===== config.mk =====
export PLATFORM = sky130hd
export DESIGN_NAME = button_debouncer
export DESIGN_NICKNAME = d
export VERILOG_FILES = /design/src/rtl/button_debouncer.sv
export SDC_FILE = /design/constraint.sdc
export NUM_CORES = 1
export LEC_CHECK = 0
export CAP_MARGIN = 25
export CORE_ASPECT_RATIO = 1.2
export CORE_UTILIZATION = 40
export CTS_CLUSTER_DIAMETER = 150
export DETAILED_ROUTE_END_ITERATION = 8
export GPL_ROUTABILITY_DRIVEN = 0
export PLACE_DENSITY = 0.61
export SLEW_MARGIN = 25
export SYNTH_ARGS = -nofsm -noshare
export SYNTH_HDL_FRONTEND = slang
export SYNTH_SLANG_ARGS = --single-unit

===== constraint.sdc =====
create_clock -name clock -period 2.14 [get_ports clock]
set_input_delay 0.428 -clock clock [delete_from_list [all_inputs] [get_ports clock]]
set_output_delay 0.428 -clock clock [all_outputs]
set_load 0.005 [all_outputs]

===== src/rtl/button_debouncer.sv =====
// Debounces a raw push-button level: synchronises the pin, then only flips the
// clean output after the new level has been seen for STABLE_CYCLES samples.
module button_debouncer #(
   parameter int SYNC_STAGES   = 2,
   parameter int STABLE_CYCLES = 500,
   parameter int CNT_WIDTH     = 16,
   parameter int GLITCH_WIDTH  = 8
) (
   input  logic                    clock,
   input  logic                    reset,
   input  logic                    raw_in,
   output logic                    debounced,
   output logic                    busy,
   output logic [GLITCH_WIDTH-1:0] glitch_count
);

   localparam logic [CNT_WIDTH-1:0] LAST_COUNT = CNT_WIDTH'(STABLE_CYCLES - 1);
   localparam logic [CNT_WIDTH-1:0] CNT_ONE    = CNT_WIDTH'(1);
   localparam logic [CNT_WIDTH-1:0] CNT_ZERO   = CNT_WIDTH'(0);

   typedef enum logic [1:0] {
      IDLE_LOW  = 2'b00,
      WAIT_HIGH = 2'b01,
      IDLE_HIGH = 2'b10,
      WAIT_LOW  = 2'b11
   } state_t;

   state_t                 state_r;
   logic [SYNC_STAGES-1:0] sync_r;
   logic [CNT_WIDTH-1:0]   count_r;
   logic                   sync_s;

   function automatic logic [GLITCH_WIDTH-1:0] sat_inc(input logic [GLITCH_WIDTH-1:0] value);
      logic [GLITCH_WIDTH-1:0] result;
      if (&value) begin
         result = value;
      end else begin
         result = value + GLITCH_WIDTH'(1);
      end
      return result;
   endfunction

   assign sync_s = sync_r[SYNC_STAGES-1];

   // Metastability chain; only its last stage feeds the FSM.
   always_ff @(posedge clock or negedge reset) begin
      if (!reset) begin
         sync_r <= '0;
      end else begin
         sync_r <= {sync_r[SYNC_STAGES-2:0], raw_in};
      end
   end

   // Qualification FSM; busy and debounced are registered alongside the state.
   always_ff @(posedge clock or negedge reset) begin
      if (!reset) begin
         state_r      <= IDLE_LOW;
         count_r      <= CNT_ZERO;
         debounced    <= 1'b0;
         busy         <= 1'b0;
         glitch_count <= '0;
      end else begin
         case (state_r)
            IDLE_LOW: begin
               if (sync_s) begin
                  state_r <= WAIT_HIGH;
                  count_r <= CNT_ONE;
                  busy    <= 1'b1;
               end else begin
                  count_r <= CNT_ZERO;
                  busy    <= 1'b0;
               end
            end
            WAIT_HIGH: begin
               if (!sync_s) begin
                  state_r      <= IDLE_LOW;
                  count_r      <= CNT_ZERO;
                  busy         <= 1'b0;
                  glitch_count <= sat_inc(glitch_count);
               end else if (count_r == LAST_COUNT) begin
                  state_r   <= IDLE_HIGH;
                  count_r   <= CNT_ZERO;
                  busy      <= 1'b0;
                  debounced <= 1'b1;
               end else begin
                  count_r <= count_r + CNT_ONE;
               end
            end
            IDLE_HIGH: begin
               if (!sync_s) begin
                  state_r <= WAIT_LOW;
                  count_r <= CNT_ONE;
                  busy    <= 1'b1;
               end else begin
                  count_r <= CNT_ZERO;
                  busy    <= 1'b0;
               end
            end
            WAIT_LOW: begin
               // Any reversion throws away the partial count; no credit is kept.
               if (sync_s) begin
                  state_r      <= IDLE_HIGH;
                  count_r      <= CNT_ZERO;
                  busy         <= 1'b0;
                  glitch_count <= sat_inc(glitch_count);
               end else if (count_r == LAST_COUNT) begin
                  state_r   <= IDLE_LOW;
                  count_r   <= CNT_ZERO;
                  busy      <= 1'b0;
                  debounced <= 1'b0;
               end else begin
                  count_r <= count_r + CNT_ONE;
               end
            end
            default: begin
               state_r   <= IDLE_LOW;
               count_r   <= CNT_ZERO;
               busy      <= 1'b0;
               debounced <= 1'b0;
            end
         endcase
      end
   end

endmodule


[Yosys cells after proc, flatten, opt, wreduce, memory -nomap -nowiden]
Index checks and enable logic that the tools add are counted.
Operators by class
  add/subtract/negate cells: 2
  equality and inequality tests: 14
  mux-type cells: 28
  reduce and logical (&&, ||, !) cells: 6
Operators with widths (number)
  case mux 16 bit (4 select lines): 1
  2-to-1 mux 16 bit: 3
  2-to-1 mux 8 bit: 3
  adder 16 x 1 -> 16 bit, second input constant: 1
  == test 16 x 9 -> 1 bit, second input constant: 1
  inequality test 2 bit, second input constant: 8
  case mux 8 bit (2 select lines): 1
  2-to-1 mux 2 bit: 6
  2-to-1 mux 1 bit: 11
  adder 8 x 1 -> 8 bit, second input constant: 1
  case mux 2 bit (4 select lines): 1
  AND reduction 8 bit: 1
  inequality test 3 bit, second input constant: 2
  AND reduction 5 bit: 1
  == test 2 bit, second input constant: 2
  case mux 1 bit (4 select lines): 1
  AND reduction 4 bit: 1
  AND reduction 3 bit: 1
  == test 2 x 1 -> 1 bit, second input constant: 1
  logical NOT 2 bit: 1
  case mux 1 bit (2 select lines): 1
  nonzero test 2 bit: 1
Word-level totals
  register bits after elaboration: 30
  bits of input ports: 3
  output and inout bits: 10
  word-level logic and storage cells: 56

[Depth between registers and ports, before layout]
  word-level depth: 4
  depth in mapped cells: 7
  depth with buffers taken out: 5

[Worst setup path after synthesis]
OpenSTA, ideal clock, no wires.
  path kind: flip-flop to flip-flop
  start: register count_r[0]
  end: register debounced
  library setup time: 0.125 ns
  data arrival time: 1.814 ns
  data required time: 2.015 ns
  path slack: 0.200 ns
  stages on the path, launching flop included: 6
  path buffers: 0
  period minus slack after synthesis: 1.940 ns
  path through: dfrtp_1 > ha_1 > or4b_4 > or4_4 > o31ai_2 > a21oi_1
On the way
  longest elaborated chain between the ends: 3
  elaborated cells on any way between the ends: 4
  those cells by class: 3 x eq/ne; 1 x reduce/logical
RTL lines
  start: declaration: RTL line 30  | logic [CNT_WIDTH-1:0] count_r;
  start signal: assignment: RTL line 86  | count_r <= count_r + CNT_ONE;
  start signal: assignment: RTL line 112  | count_r <= count_r + CNT_ONE;
  == test 16 x 9 -> 1 bit (*): RTL line 80, 106
  inequality test 2 bit (no source line)
  AND reduction 5 bit (no source line) (*)
  end signal: assignment: RTL line 84  | debounced <= 1'b1;
  end signal: assignment: RTL line 110  | debounced <= 1'b0;
  end signal: assignment: RTL line 119  | debounced <= 1'b0;
  end: declaration: RTL line 12  | output logic debounced,
Every way passes the cells marked *; elsewhere a longest branch is shown, timed or not.
A chain may end at the register's enable or synchronous reset.

[Final worst setup path]
Ends and elaborated chain as after synthesis.

==> impl_metrics.toml <==
[run_status]
status = "finished clean"

[setup_path]
worstPathRequired_ns = 2.30
crit_arrival_ns = 2.17
endpoint_kind = "register"
r2r_slack_ns = 0.13
critPathKind = "reg -> reg"
cp_max_fo = 4
critPathLaunchType = "register"

[route]
dr.pass1.iters = 4
detail_route.iter0.violations = 34
dr_total_vias = 955
route.detailed.drc = 0
antenna_left = 0
wl_per_cell_um = 13.3
routed_wl_um = 2470
vias_per_cell = 5.13

[logic_synthesis]
synth_area_leaders = "dfrtp_1 (54%), xnor2_1 (9.4%), nor2_1 (5.6%)"
syn_inst = 132
synth_edf_count = 0
synthTopCellsByCount = "dfrtp_1 (30), nor2_1 (21), xnor2_1 (15)"
ys_ff_latch = 30
synth.most_common_cell = "dfrtp_1"
synthAdderAreaFrac_pct = 1.79
synth_mux_area_share_pct = 0.805
synthXorXnorAreaFrac_pct = 13.8
syn_nets = 137
yosysTopAreaCell = "dfrtp_1"
synth_warnings = 0
async_flop_share_pct = 100
synth_top_area_share_pct = 53.7
avgSynthCellArea_sq_um = 10.6
synth_top_family_by_area = "simple AND/OR/NAND/NOR gates"
seq_area_frac_synth_pct = 53.7
yosysUniqueCellTypes = 26
synth-main-ff-cell = "dfrtp_1"
synth-simple-area-share_pct = 22.4
synth-compound-area-share_pct = 3.85
syn_area_sq_mm = 0.00140

[power]
vdd_drop_max_mv = 0.515
powerDensity_mw_per_mm2 = 828
cellLeakagePower_nw = 0.661
fin_total_pwr_w = 0.00136

[floorplan]
design.die.area_sq_mm = 0.00374
die_y_um = 66.8
num_io_pins = 13
initial_core_util_pct = 41.9
placeableCoreArea_sq_mm = 0.00334
die_w_um = 56.0
rows = 23

[placement]
port-buffer-count = 12
detailed_place_hpwl_um = 1770

[clock_network]
path_clk_slew_ns = 0.06
cts.repair.resized = 0
cts_tree = "yes"
postCtsHoldBufs = 0
cts-root-buf = "clkbuf_8"
post_cts_buffers = 0
htreeDepth = 2
cts_buffer_depth = 2
clk_latency_ns = 0.28
cts_num_sinks = 30
cts_buffers = 5

[global_route]
grt_max_degree = 31
grt_pass1_vias = 1013
grt_overflow_total = 0
grt_util_met3_pct = 4.66
grt.met1_usage_pct = 18.9
antenna_found_initial = 0
grt.busiest_layer = "met2"
grt_first_pass_wirelength_um = 4600
grtUsageTotal_pct = 16.4
grtUsageMet2_pct = 28.6

[timing]
period_minus_slack_ns = 2.01
hold_violations = 0
grt_setup_unrepaired = "no"
period_share_pct = 94.1
relSlewSlack_pct = 54.4
skew_ns = 0.00366
final-setup-viol-count = 0
max_freq_ghz = 0.496
drv_slew = 0
worst_slew_pin_slew_ns = 0.681
setup_tns_ns = 0

[final_layout]
ff_latch_area_sq_um = 751
drive_gt1_share_pct = 8.72
nNetsFinal = 154
antenna-diode-count = 0
multi_input_area_sq_um = 596
fillers = 312
area_growth_pct = 17.4

[flow_run]
maxCapViolations = 0

[min_path]
hp-class = "reg -> reg"
==> power breakdown <==
group | leakage (nW) | switching (W) | internal, W
clock network | 0.0383 | 0.000184 | 0.000223
registers | 0.399 | 0.0000855 | 0.000627
logic | 0.223 | 0.0000913 | 0.000149
==> layer usage <==
metal | part of all wire [%] | up-vias
met5 | 0 | -
met4 | 2.2 | 0
met3 | 3.6 | 5
met2 | 51 | 15
met1 | 44 | 452
li1 | - | 483
==> path summary, 6_finish.rpt <==
kind,from,endpoint,depth (start not counted)
setup reg to reg,count_r[0],debounced,5
hold reg to reg,sync_r[0],sync_r[1],0
hold / removal,sync_r[0],sync_r[1],0
setup / recovery,count_r[0],debounced,5
min in group asynchronous,reset,sync_r[0],2
max in group asynchronous,reset,count_r[9],2
==> placed cells by master, fill, tap and decap left out, types with 4 or more instances in the layout <==
cell	count
dfrtp_1	30
nand2_1	6
nor2_1	21
nor4_1	5
nor3_1	6
xor2_1	7
nand3_1	10
inv_1	7
nand4_1	4
clkbuf_8	5
clkdlybuf4s50_1	12
xnor2_1	15
==> metrics by stage <==
step / std cells / setup slack, ns / hold WS [ns] / util, % / area [sq um]
2_1_floorplan: 132 / 0.200 / 0.132 / - / 1400
6_report: 186 / 0.126 / 0.361 / 49.2 / 1640
4_1_cts: 186 / 0.122 / 0.362 / 49.2 / 1640
5_1_grt: 186 / 0.0230 / 0.379 / 49.2 / 1640
3_3_place_gp: 179 / 0.164 / 0.333 / 46.9 / 1570
3_5_place_dp: 179 / 0.133 / 0.345 / 46.9 / 1570
==> cells by family after synthesis <==
group	Yosys count
compound gates	8
xor+xnor	22
fa+ha+maj	2
buf+inv	11
flops	30
mux	1
simple gates	58
==> final cells by class <==
type | instances | share of cell area, %
Multi-Input combinational cell | 91 | 36.3
Sequential cell | 30 | 45.7
Inverter | 7 | 1.60
Timing Repair Buffer | 14 | 8.99
Clock buffer | 7 | 4.65
Tap cell | 37 | 2.82
==> flip-flops by register name (all words and copies together), names as in the netlist, named ones only <==
signal,flops
glitch_count,8
count_r,16
busy,1
state_r,1
debounced,1
sync_r,2
==> worst max-delay path, cell delays in order (launching register included) <==
cell	delay, ns
dfrtp_1	0.38
ha_1	0.21
or4b_4	0.50
or4_4	0.53
o31ai_2	0.18
a21oi_1	0.09
Power figures use the tool's default switching activity.
==> patch 1 (same flow settings) <==
Change the parameter `CNT_WIDTH` from 16 to 18.
--- a/src/rtl/button_debouncer.sv
+++ b/src/rtl/button_debouncer.sv
@@ -4,5 +4,5 @@
    parameter int SYNC_STAGES   = 2,
    parameter int STABLE_CYCLES = 500,
-   parameter int CNT_WIDTH     = 16,
+   parameter int CNT_WIDTH     = 18,
    parameter int GLITCH_WIDTH  = 8
 ) (
Formal check against the unedited RTL: same outputs for any inputs over 10 cycles, from zero or initial values and one cycle with reset low; that may be too few to reach the edited logic, so the function may still have changed.
==> patch 1 against the original RTL <==
- area after synthesis grew 9.4%
- synthesized cell count grew 6.8%
- sequential power grew 2.8%
- global-route usage shrank 0.54 points
- routed wire length grew 8.1%
- worst setup slack gained 0.22 ns
- power grew 3.7%
- sequential cell count grew 2
- count of clock-buffer cells in the layout grew 1
- die area grew 9.1%
- design area grew 8.5%
- highest routed layer unchanged
- largest power group unchanged
- critical path type unchanged
- worst hold slack lost 0.0049 ns
- non-clock buffer count shrank 1
- combinational power shrank 11%
==> patch 1: results (changes against the original RTL) <==
<table>
<tr><th>Metric</th><th>Value</th></tr>
<tr><th colspan="2">Run status</th></tr>
<tr><td>Status</td><td>finished clean (unchanged)</td></tr>
<tr><th colspan="2">Placed design</th></tr>
<tr><td>Cell Count Post-Placement</td><td>202 (was 179)</td></tr>
<tr><td>Placed wire-length estimate</td><td>1830 um (was 1770 um)</td></tr>
<tr><th colspan="2">Timing</th></tr>
<tr><td>Hold_ws</td><td>0.356 ns (was 0.361 ns)</td></tr>
<tr><td>Worst clock skew</td><td>0.00383 ns (was 0.00366 ns)</td></tr>
<tr><td>Least-Margin Pin Slew</td><td>0.443 ns (was 0.681 ns)</td></tr>
<tr><th colspan="2">Yosys</th></tr>
<tr><td>Post-synth top cells</td><td>dfrtp_1 (32), nor2_1 (17), xor2_1 (13) (was dfrtp_1 (30), nor2_1 (21), xnor2_1 (15))</td></tr>
<tr><td>Largest cells by area after synthesis</td><td>dfrtp_1 (52%), xor2_1 (7.4%), nor2_1 (4.2%) (was dfrtp_1 (54%), xnor2_1 (9.4%), nor2_1 (5.6%))</td></tr>
<tr><td>Distinct cell type count after synthesis</td><td>37 (was 26)</td></tr>
<tr><td>Portion of netlist area occupied by mux cells</td><td>0.736% (was 0.805%)</td></tr>
<tr><td>Avg Cell Area, Syn</td><td>10.9 sq um (was 10.6 sq um)</td></tr>
<tr><td>Area fraction in compound gates after synthesis</td><td>8.34% (was 3.85%)</td></tr>
<tr><td>Proportion of synthesized chip area in sequential cells</td><td>52.3% (was 53.7%)</td></tr>
<tr><td>Adder and majority gate portion of the synthesized area</td><td>1.64% (was 1.79%)</td></tr>
<tr><th colspan="2">Power</th></tr>
<tr><td>Leakage power total</td><td>0.752 nW (was 0.661 nW)</td></tr>
<tr><td>Maximum VDD drop</td><td>0.570 mV (was 0.515 mV)</td></tr>
<tr><th colspan="2">GRT</th></tr>
<tr><td>Pin count of the biggest net entering global routing</td><td>33 (was 31)</td></tr>
<tr><td>Via count of the first global-routing pass</td><td>1,109 (was 1,013)</td></tr>
<tr><th colspan="2">Route</th></tr>
<tr><td>Detailed Route Iter0 Violations</td><td>26 (was 34)</td></tr>
<tr><td>Total met3 wirelength after detailed routing</td><td>78 um (was 88 um)</td></tr>
<tr><td>WL met1</td><td>1210 um (was 1080 um)</td></tr>
<tr><td>Final wirelength</td><td>2680 um (was 2470 um)</td></tr>
<tr><th colspan="2">Worst setup path</th></tr>
<tr><td>Terminus of the critical flop-to-flop path</td><td>count_r[3] (was debounced)</td></tr>
<tr><td>Highest-delay cell along the critical path</td><td>o21ai_4 (was or4_4)</td></tr>
<tr><th colspan="2">Cells and area</th></tr>
<tr><td>Non-filler cells, final</td><td>210 (was 186)</td></tr>
</table>
patch 1: cell count changes after synthesis, sizes merged, moves of 3 or more:
cell / delta
o21ai: +4
nor3: -4
xor2: +6
inv: -3
nor4: -3
nand2: +4
and4: +4
nor2: -4
xnor2: -8
nand4: +4
a21oi: +4
patch 1: worst register-to-register path: stages (launching register included):
cell and delay [ns]:
dfrtp_1 0.38, ha_1 0.21, nor4b_1 0.32, nand3_2 0.22
o21ai_4 0.43, nor2_1 0.10
patch 1: cell families (layout without fill, tap and decap cells):
family | Yosys count | in the layout
compound gates | 18 | 18
buf+inv | 8 | 25
simple gates | 60 | 60
flops | 32 | 32
fa+ha+maj | 2 | 2
xor+xnor | 20 | 20
mux | 1 | 1
patch 1: metal layers:
metal | vias to the layer above | track usage (%)
li1 | 531 | -
met1 | 521 | 19.1
met2 | 15 | 24.9
met3 | 4 | 5.60
met4 | 0 | 7.94
met5 | - | 0
patch 1: cell type report:
cell class | instances | area (sq um)
repair buffers | 13 | 128
inverters | 4 | 15.0
well taps | 52 | 65.1
multi-input cells | 101 | 683
flip-flops and latches | 32 | 801
clock buffers | 8 | 90.1
fillers | 341 | 1850
patch 1: how the worst max path moves through the flow:
stage	from	to	cells past startpoint
5_1_grt	count_r[0]	count_r[10]	5
3_5_place_dp	count_r[0]	count_r[13]	5
2_1_floorplan	count_r[0]	flip-flop	5
3_3_place_gp	count_r[13]	flip-flop	4
6_report	count_r[0]	count_r[3]	5
4_1_cts	count_r[0]	count_r[5]	5
patch 1: report_power, final:
group,total (mW),internal (mW),switching [mW]
logic,0.215,0.135,0.0804
registers,0.733,0.660,0.0736
clock network,0.463,0.262,0.201
==> patch 2 (config.mk and constraints unchanged) <==
Without the edit above. The 4 states of `state_t` get a one-hot encoding in 4 bits.
--- a/src/rtl/button_debouncer.sv
+++ b/src/rtl/button_debouncer.sv
@@ -19,9 +19,9 @@
    localparam logic [CNT_WIDTH-1:0] CNT_ZERO   = CNT_WIDTH'(0);
 
-   typedef enum logic [1:0] {
-      IDLE_LOW  = 2'b00,
-      WAIT_HIGH = 2'b01,
-      IDLE_HIGH = 2'b10,
-      WAIT_LOW  = 2'b11
+   typedef enum logic [3:0] {
+      IDLE_LOW  = 4'b0001,
+      WAIT_HIGH = 4'b0010,
+      IDLE_HIGH = 4'b0100,
+      WAIT_LOW  = 4'b1000
    } state_t;
 
Function: same outputs for any inputs over 10 cycles, from zero or initial values and one cycle with reset low; not proved beyond that.
==> patch 2 against the original RTL <==
- count of clock-buffer cells in the layout did not move
- power rose by 16%
- routed wire length rose by 26%
- critical path depth fell by 1
- worst setup slack improved by 0.28 ns
- design area rose by 20%
- first-iteration DRC count rose by 29%
- sequential share of layout area fell by 4.9 points
- area after synthesis rose by 22%
- sequential cell count rose by 2
- highest routed layer unchanged
==> patch 2: results (changes against the original RTL) <==
<table>
<tr><th>Metric</th><th>Value</th></tr>
<tr><th colspan="2">Yosys</th></tr>
<tr><td>Adder and majority gate portion of the synthesized area</td><td>1.47% (was 1.79%)</td></tr>
<tr><td>Proportion of synthesized chip area in sequential cells</td><td>47.1% (was 53.7%)</td></tr>
<tr><td>Area fraction in compound gates after synthesis</td><td>7.50% (was 3.85%)</td></tr>
<tr><td>Syn nets</td><td>171 (was 137)</td></tr>
<tr><td>Post-synth top cells</td><td>dfrtp_1 (31), nor2_1 (19), xor2_1 (18) (was dfrtp_1 (30), nor2_1 (21), xnor2_1 (15))</td></tr>
<tr><td>Distinct cell type count after synthesis</td><td>43 (was 26)</td></tr>
<tr><td>Post-Synth XOR/XNOR Area</td><td>10.3% (was 13.8%)</td></tr>
<tr><th colspan="2">Worst setup path</th></tr>
<tr><td>Data arrival, critical path</td><td>1.91 ns (was 2.17 ns)</td></tr>
<tr><td>Highest fanout seen on the critical path</td><td>14 (was 4)</td></tr>
<tr><td>Slack of the worst reg-to-reg path</td><td>0.40 ns (was 0.13 ns)</td></tr>
<tr><td>Highest-delay cell along the critical path</td><td>dfrtp_1 (was or4_4)</td></tr>
<tr><td>Launch point of the worst path</td><td>state_r[3] (was count_r[0])</td></tr>
<tr><td>R2r worst-path depth</td><td>4 (was 5)</td></tr>
<tr><th colspan="2">Power</th></tr>
<tr><td>Leakage power total</td><td>0.830 nW (was 0.661 nW)</td></tr>
<tr><td>Maximum VDD drop</td><td>0.426 mV (was 0.515 mV)</td></tr>
<tr><th colspan="2">Placed design</th></tr>
<tr><td>Area after detailed placement</td><td>1840 sq um (was 1570 sq um)</td></tr>
<tr><td>Cell Count Post-Placement</td><td>224 (was 179)</td></tr>
<tr><td>Worst slack at placement</td><td>0.432 ns (was 0.133 ns)</td></tr>
<tr><th colspan="2">Run status</th></tr>
<tr><td>Status</td><td>finished clean (unchanged)</td></tr>
<tr><th colspan="2">GRT</th></tr>
<tr><td>Met3 usage in global routing</td><td>5.28% (was 4.66%)</td></tr>
<tr><td>Wire length of the first global-routing pass</td><td>5160 um (was 4600 um)</td></tr>
<tr><td>GR Util met1</td><td>19.5% (was 18.9%)</td></tr>
<tr><th colspan="2">Route</th></tr>
<tr><td>WL met1</td><td>1440 um (was 1080 um)</td></tr>
<tr><td>Final wirelength</td><td>3110 um (was 2470 um)</td></tr>
<tr><td>Detail Route met2 WL</td><td>1530 um (was 1250 um)</td></tr>
<tr><td>Total met3 wirelength after detailed routing</td><td>87 um (was 88 um)</td></tr>
<tr><td>WL/cell</td><td>13.4 um (was 13.3 um)</td></tr>
<tr><th colspan="2">Timing</th></tr>
<tr><td>Worst clock skew</td><td>0.00794 ns (was 0.00366 ns)</td></tr>
<tr><td>Least-Margin Pin Slew</td><td>0.442 ns (was 0.681 ns)</td></tr>
<tr><td>Final worst setup slack</td><td>0.404 ns (was 0.126 ns)</td></tr>
</table>
## patch 2: cell count changes in the layout (fill, tap and decap cells not counted), moves of 3 or more
| cell | delta |
|---|---|
| nor3b_1 | +4 |
| inv_1 | -3 |
| nand3_1 | -3 |
| xnor2_1 | -13 |
| xor2_1 | +11 |
| o21ai_0 | +8 |
| and4_1 | +3 |
| and3_1 | +4 |
| nand2_1 | +5 |
| nor3_1 | -5 |
| nor4b_2 | +3 |
| nand4_1 | +3 |
## patch 2: area by class of cell
class	count	share of cell area [%]
repair buffers	13	6.50
clock inverters	1	1.53
multi-input cells	121	42.0
flip-flops and latches	32	40.8
clock buffers	7	4.90
well taps	54	3.44
inverters	4	0.764
## patch 2: power by group
part           leakage, nW  switching (mW)  internal (mW)  total [mW]
logic                0.335          0.0875          0.132       0.220
registers            0.431          0.0684          0.654       0.722
clock network       0.0645           0.224          0.411       0.635
